`config.mk`:
```
export PLATFORM = sky130hd
export DESIGN_NAME = tl_c_release_sink
export DESIGN_NICKNAME = d
export VERILOG_FILES = /design/src/rtl/tl_c_pkg.sv /design/src/rtl/tl_c_release_sink.sv
export SDC_FILE = /design/constraint.sdc
export NUM_CORES = 1
export LEC_CHECK = 0
export CAP_MARGIN = 25
export CORE_AREA = 2 2 107 109
export DETAILED_ROUTE_END_ITERATION = 10
export DIE_AREA = 0 0 109 111
export GPL_TIMING_DRIVEN = 0
export PLACE_DENSITY = 0.8
export SETUP_SLACK_MARGIN = 0.5
export SLEW_MARGIN = 5
export SYNTH_ARGS = -nofsm -noshare
export SYNTH_HDL_FRONTEND = slang
export SYNTH_SLANG_ARGS = --single-unit
```
`constraint.sdc`:
```
create_clock -name clock -period 4.1 [get_ports clock]
set_clock_uncertainty 0.1 [all_clocks]
set_input_delay 0.82 -clock clock [delete_from_list [all_inputs] [get_ports clock]]
set_output_delay 0.82 -clock clock [all_outputs]
set_load 0.1 [all_outputs]
```
`src/rtl/tl_c_pkg.sv`:
```
// Shared TileLink channel C/D definitions for the dcache release sink.
package tl_c_pkg;

    localparam logic [2:0] C_PROBE_ACK      = 3'd4;
    localparam logic [2:0] C_PROBE_ACK_DATA = 3'd5;
    localparam logic [2:0] C_RELEASE        = 3'd6;
    localparam logic [2:0] C_RELEASE_DATA   = 3'd7;
    localparam logic [2:0] D_RELEASE_ACK    = 3'd6;

    typedef enum logic [1:0] {
        IDLE,
        DATA,
        ACK
    } state_e;

    // Number of DATA_W beats needed to carry 2^lg_size bytes.
    function automatic int unsigned beat_count(input int unsigned lg_size,
                                               input int unsigned lg_beat);
        return (lg_size <= lg_beat) ? 32'd1 : (32'd1 << (lg_size - lg_beat));
    endfunction

endpackage

```
`src/rtl/tl_c_release_sink.sv`:
```
// Channel C sink: streams data beats to the writeback path with no buffering,
// answers Release/ReleaseData with ReleaseAck on D, and signals probe completion.
module tl_c_release_sink
    import tl_c_pkg::*;
#(
    parameter int DATA_W      = 64,
    parameter int ADDR_W      = 32,
    parameter int SOURCE_W    = 4,
    parameter int SIZE_W      = 4,
    parameter int PROT_W      = 3,
    parameter int MAX_LG_SIZE = 6
) (
    input  logic                clock,
    input  logic                reset_n,

    input  logic                c_valid,
    output logic                c_ready,
    input  logic [2:0]          c_opcode,
    input  logic [2:0]          c_param,
    input  logic [SIZE_W-1:0]   c_size,
    input  logic [SOURCE_W-1:0] c_source,
    input  logic [ADDR_W-1:0]   c_address,
    input  logic [DATA_W-1:0]   c_data,
    input  logic [PROT_W-1:0]   c_echo_prot,

    output logic                d_valid,
    input  logic                d_ready,
    output logic [2:0]          d_opcode,
    output logic [1:0]          d_param,
    output logic [SIZE_W-1:0]   d_size,
    output logic [SOURCE_W-1:0] d_source,
    output logic [PROT_W-1:0]   d_echo_prot,

    output logic                wb_valid,
    input  logic                wb_ready,
    output logic [ADDR_W-1:0]   wb_address,
    output logic [DATA_W-1:0]   wb_data,
    output logic                wb_last,

    output logic                probe_done,
    output logic [2:0]          probe_param,
    output logic                protocol_err
);

    localparam int LG_BEAT = $clog2(DATA_W / 8);
    localparam int CNT_W   = (MAX_LG_SIZE > LG_BEAT) ? (MAX_LG_SIZE - LG_BEAT) : 1;

    state_e              state_q;
    logic                active_q;
    logic [2:0]          opcode_q;
    logic [2:0]          param_q;
    logic [SIZE_W-1:0]   size_q;
    logic [SOURCE_W-1:0] source_q;
    logic [ADDR_W-1:0]   addr_q;
    logic [PROT_W-1:0]   prot_q;
    logic [CNT_W-1:0]    idx_q;
    logic [CNT_W-1:0]    last_q;
    logic                probe_done_q;
    logic [2:0]          probe_param_q;
    logic                err_q;

    logic                hdr_is_data;
    logic                hdr_is_release;
    logic                hdr_bad_op;
    logic                hdr_bad_size;
    logic [SIZE_W-1:0]   hdr_size;
    logic [CNT_W-1:0]    hdr_last;
    logic                q_is_release;
    logic                c_fire;

    // Header decode; oversized transfers are clamped to a full line.
    always_comb begin
        hdr_bad_op     = (c_opcode < C_PROBE_ACK);
        hdr_is_data    = (c_opcode == C_PROBE_ACK_DATA) || (c_opcode == C_RELEASE_DATA);
        hdr_is_release = (c_opcode == C_RELEASE) || (c_opcode == C_RELEASE_DATA);
        hdr_bad_size   = (32'(c_size) > 32'(MAX_LG_SIZE));
        hdr_size       = hdr_bad_size ? SIZE_W'(MAX_LG_SIZE) : c_size;
        hdr_last       = '0;
        if (hdr_is_data)
            hdr_last = CNT_W'(beat_count(32'(hdr_size), LG_BEAT) - 32'd1);
        q_is_release   = (opcode_q == C_RELEASE) || (opcode_q == C_RELEASE_DATA);
    end

    // Data beats pass straight through, so wb_ready is the C-side flow control.
    // active_q keeps c_ready low while reset is held and until the first clock after it.
    always_comb begin
        c_ready  = 1'b0;
        wb_valid = 1'b0;
        if (active_q) begin
            case (state_q)
                IDLE: begin
                    if (hdr_is_data) begin
                        c_ready  = wb_ready;
                        wb_valid = c_valid;
                    end else begin
                        c_ready  = 1'b1;
                    end
                end
                DATA: begin
                    c_ready  = wb_ready;
                    wb_valid = c_valid;
                end
                default: ;
            endcase
        end
        c_fire = c_valid && c_ready;
    end

    always_comb begin
        wb_data = c_data;
        if (state_q == DATA) begin
            wb_address = addr_q + (ADDR_W'(idx_q) << LG_BEAT);
            wb_last    = (idx_q == last_q);
        end else begin
            wb_address = c_address;
            wb_last    = (hdr_last == '0);
        end
    end

    always_ff @(posedge clock or negedge reset_n) begin
        if (!reset_n) begin
            state_q       <= IDLE;
            active_q      <= 1'b0;
            opcode_q      <= '0;
            param_q       <= '0;
            size_q        <= '0;
            source_q      <= '0;
            addr_q        <= '0;
            prot_q        <= '0;
            idx_q         <= '0;
            last_q        <= '0;
            probe_done_q  <= 1'b0;
            probe_param_q <= '0;
            err_q         <= 1'b0;
        end else begin
            active_q     <= 1'b1;
            probe_done_q <= 1'b0;
            case (state_q)
                IDLE: begin
                    if (c_fire) begin
                        opcode_q <= c_opcode;
                        param_q  <= c_param;
                        size_q   <= hdr_size;
                        source_q <= c_source;
                        addr_q   <= c_address;
                        prot_q   <= c_echo_prot;
                        last_q   <= hdr_last;
                        idx_q    <= CNT_W'(1);
                        if (hdr_bad_op || hdr_bad_size)
                            err_q <= 1'b1;
                        // Unknown opcodes are swallowed without any response.
                        if (hdr_bad_op) begin
                            state_q <= IDLE;
                        end else if (hdr_last != '0) begin
                            state_q <= DATA;
                        end else if (hdr_is_release) begin
                            state_q <= ACK;
                        end else begin
                            probe_done_q  <= 1'b1;
                            probe_param_q <= c_param;
                        end
                    end
                end
                DATA: begin
                    if (c_fire) begin
                        idx_q <= idx_q + CNT_W'(1);
                        if (idx_q == last_q) begin
                            if (q_is_release) begin
                                state_q <= ACK;
                            end else begin
                                state_q       <= IDLE;
                                probe_done_q  <= 1'b1;
                                probe_param_q <= param_q;
                            end
                        end
                    end
                end
                ACK: begin
                    if (d_ready)
                        state_q <= IDLE;
                end
                default: state_q <= IDLE;
            endcase
        end
    end

    always_comb begin
        d_valid      = (state_q == ACK);
        d_opcode     = d_valid ? D_RELEASE_ACK : 3'd0;
        d_param      = 2'd0;
        d_size       = size_q;
        d_source     = source_q;
        d_echo_prot  = prot_q;
        probe_done   = probe_done_q;
        probe_param  = probe_param_q;
        protocol_err = err_q;
    end

endmodule
```
==> impl_metrics.py <==
metrics = {
    "timing": {
        "fmax_ghz": 0.2629,
        "final.period_utilization": 0.9278,
        "drv_slew": 0,
        "worst_pin_slew_ns": 0.9934,
        "relSlewSlack": 0.3357,
        "finalCriticalPeriod_ns": 3.804,
        "hold_viol": 0,
        "whs_ns": 0.3657,
        "rsz0062_at_grt": "true",
        "setup_viol": 0,
    },
    "die": {
        "start_util": 0.3746,
        "die_area_um2": 12100,
        "fp.coreArea_um2": 11080,
        "fp.dieH_um": 111,
        "fp.dieW_um": 109,
        "io_pins": 239,
        "rows": 39,
    },
    "critical_path": {
        "worstPathCellList": "buf_6, a31oi_4, and2_4, ha_4, o21a_1, nor3_4, inv_1, ha_2, xnor2_2, a41o_1, buf_12, buf_16",
        "crit_required_ns": 3.18,
        "cpPeakStageDelay_ns": 0.26,
        "end_kind": "output pin",
        "crit_fanout": 3,
        "cp_num_buf_inv": 4,
        "crit_type": "input port to output pin",
        "startpoint_type": "input port",
        "critPathArrivalTime_ns": 2.88,
        "slowest_stage": "a41o_1",
        "cpLargestDelayFamily": "compound AO/OA/AOI/OAI gates",
    },
    "logic_synthesis": {
        "ys_seq_elements": 62,
        "synth_edf_count": 0,
        "syn_area_per_cell_um2": 7.933,
        "syn-cell-area_um2": 4149,
        "ys_async_sr_fraction": 1.000,
        "ys_seq_area_frac": 0.3739,
        "synth_cell_type_count": 48,
        "synthesis.instances": 523,
        "ys_dominant_reg_cell": "dfrtp_1",
        "synth_warnings": 0,
    },
    "pwr": {
        "p_leak_nw": 3.095,
        "power_w": 0.003834,
        "powerDensity_nw_per_um2": 580.1,
        "ir_worst_vdd_mv": 0.5646,
    },
    "cells_and_area": {
        "drive_gt1_frac": 0.2621,
        "final_common_cell": "nand2_1",
        "syn_to_final_growth_pct": 59.29,
        "fin_nets": 845,
        "layout_common_cells": "nand2_1, clkdlybuf4s50_1, buf_4",
        "antennaDiodeCount": 0,
    },
    "placement": {
        "hpwl_um": 9398,
        "globalplace.congestion": 0.8111,
        "port_buffers": 171,
    },
    "cts": {
        "cts_buffers": 9,
        "clock_sinks": 62,
        "htreeDepth": 3,
        "clockRootBuffer": "clkbuf_16",
        "clkTransAtPathRegs_ns": 0.05,
        "cts_max_path_buffers": 2,
        "clock_latency_ns": 0.31,
        "cts_tree": "yes",
    },
    "min_path": {
        "hp-class": "register to register",
    },
    "flow_run": {
        "drv_cap": 0,
    },
    "routing": {
        "wire_per_inst_um": 14.12,
        "wirelength_um": 12260,
        "drc_errors": 0,
        "avgViaCountPerCell": 4.782,
        "drtIter0Drc": 151,
        "vias": 4151,
        "drtPass1Iterations": 4,
        "ant_nets": 0,
    },
    "global_route": {
        "grt_start_max_net_pins": 63,
        "gr-total-overflow": 0,
        "grt_pass1_wl_um": 19250,
        "antenna_found_initial": 0,
        "grt_pass1_vias": 4116,
        "track_usage": 0.2000,
    },
    "status": {
        "outcome": "finished, final reports clean",
    },
}
-- through the flow --
step | setup TNS, ns | util | instance area (µm²) | instances | worst slack [ns]
2_1_floorplan | 0 | - | 4252 | 525 | 0.2775
3_3_place_gp | -1.428 | 0.5545 | 6142 | 839 | -1.273
3_5_place_dp | -1.648 | 0.5543 | 6140 | 839 | -1.332
4_1_cts | 0 | 0.5879 | 6513 | 862 | 0.2823
5_1_grt | 0 | 0.5966 | 6609 | 868 | 0.2293
6_report | 0 | 0.5966 | 6609 | 868 | 0.2960
-- registers in the layout (all words and copies together) (netlist names) --
name,count
probe_done,1
active_q,1
addr_q,32
idx_q,3
d_source,4
param_q,3
probe_param,3
protocol_err,1
d_echo_prot,3
last_q,3
opcode_q,2
state_q,2
d_size,4
-- power breakdown --
part           total, W  internal (W)  switching, W
combinational   0.00207      0.000555       0.00151
sequential     0.000925      0.000775      0.000150
clock          0.000842      0.000565      0.000277
-- cell families (layout without fill, tap and decap cells) --
group	after synthesis	after routing	share of synthesized area
compound gates	67	67	0.09832
xor+xnor	31	31	0.06544
fa+ha+maj	7	7	0.02292
buf+inv	100	300	0.1547
flops	62	62	0.3739
mux	6	6	0.01538
other cells	2	4	0.001810
simple gates	248	248	0.2675
-- final timing paths --
path                               from             end  slack, ns  cells past startpoint
max                           c_size[1]         wb_last       0.30                     12
min                        protocol_err    protocol_err       0.37                      1
max reg2reg                  state_q[1]      addr_q[17]       2.02                      7
min reg2reg                protocol_err    protocol_err       0.37                      1
max in group asynchronous       reset_n       d_size[2]       2.86                      1
min in group asynchronous       reset_n  d_echo_prot[2]       0.48                      1
-- layout make-up --
type | count | area [µm²]
clock buffer | 11 | 252.7
fill | 941 | 4468
inverter | 10 | 37.54
tap | 143 | 178.9
multi-input combinational | 363 | 2090
buffer | 90 | 624.3
timing repair buffer | 184 | 1793
sequential | 62 | 1551
clock inverter | 5 | 81.33
-- cell usage after synthesis (4+ instances only) --
| cell type | count | area share |
|---|---|---|
| buf_4 | 69 | 0.12 |
| a31oi_1 | 7 | 0.011 |
| nand2_1 | 186 | 0.17 |
| ha_1 | 6 | 0.018 |
| inv_1 | 10 | 0.0090 |
| nor2b_1 | 4 | 0.0060 |
| nor3_2 | 4 | 0.0097 |
| nand3_1 | 15 | 0.018 |
| buf_2 | 6 | 0.0072 |
| dfrtp_1 | 62 | 0.37 |
| clkbuf_1 | 12 | 0.011 |
| o21ai_1 | 14 | 0.017 |
| o21ai_0 | 24 | 0.029 |
| xor2_1 | 14 | 0.030 |
| a21oi_1 | 6 | 0.0072 |
| nor2_1 | 16 | 0.014 |
| xnor2_1 | 17 | 0.036 |
-- per-layer routing --
layer  part of all wire  routed length, µm  track usage
met1               0.38               4641       0.2239
met2               0.52               6421       0.3569
met3              0.079                967      0.05526
met4              0.019                230      0.07009
met5                  0                  0            0
-- repair_timing --
action                                  4_1_cts  5_1_grt
buffers inserted                              7        6
gates resized for setup                     173       50
hold buffers                                  0        0
hold endpoints to repair                      0        0
endpoints found under the setup margin       35       33
pin swaps                                     6        9
Note: power is estimated with default switching activity, not from simulation.
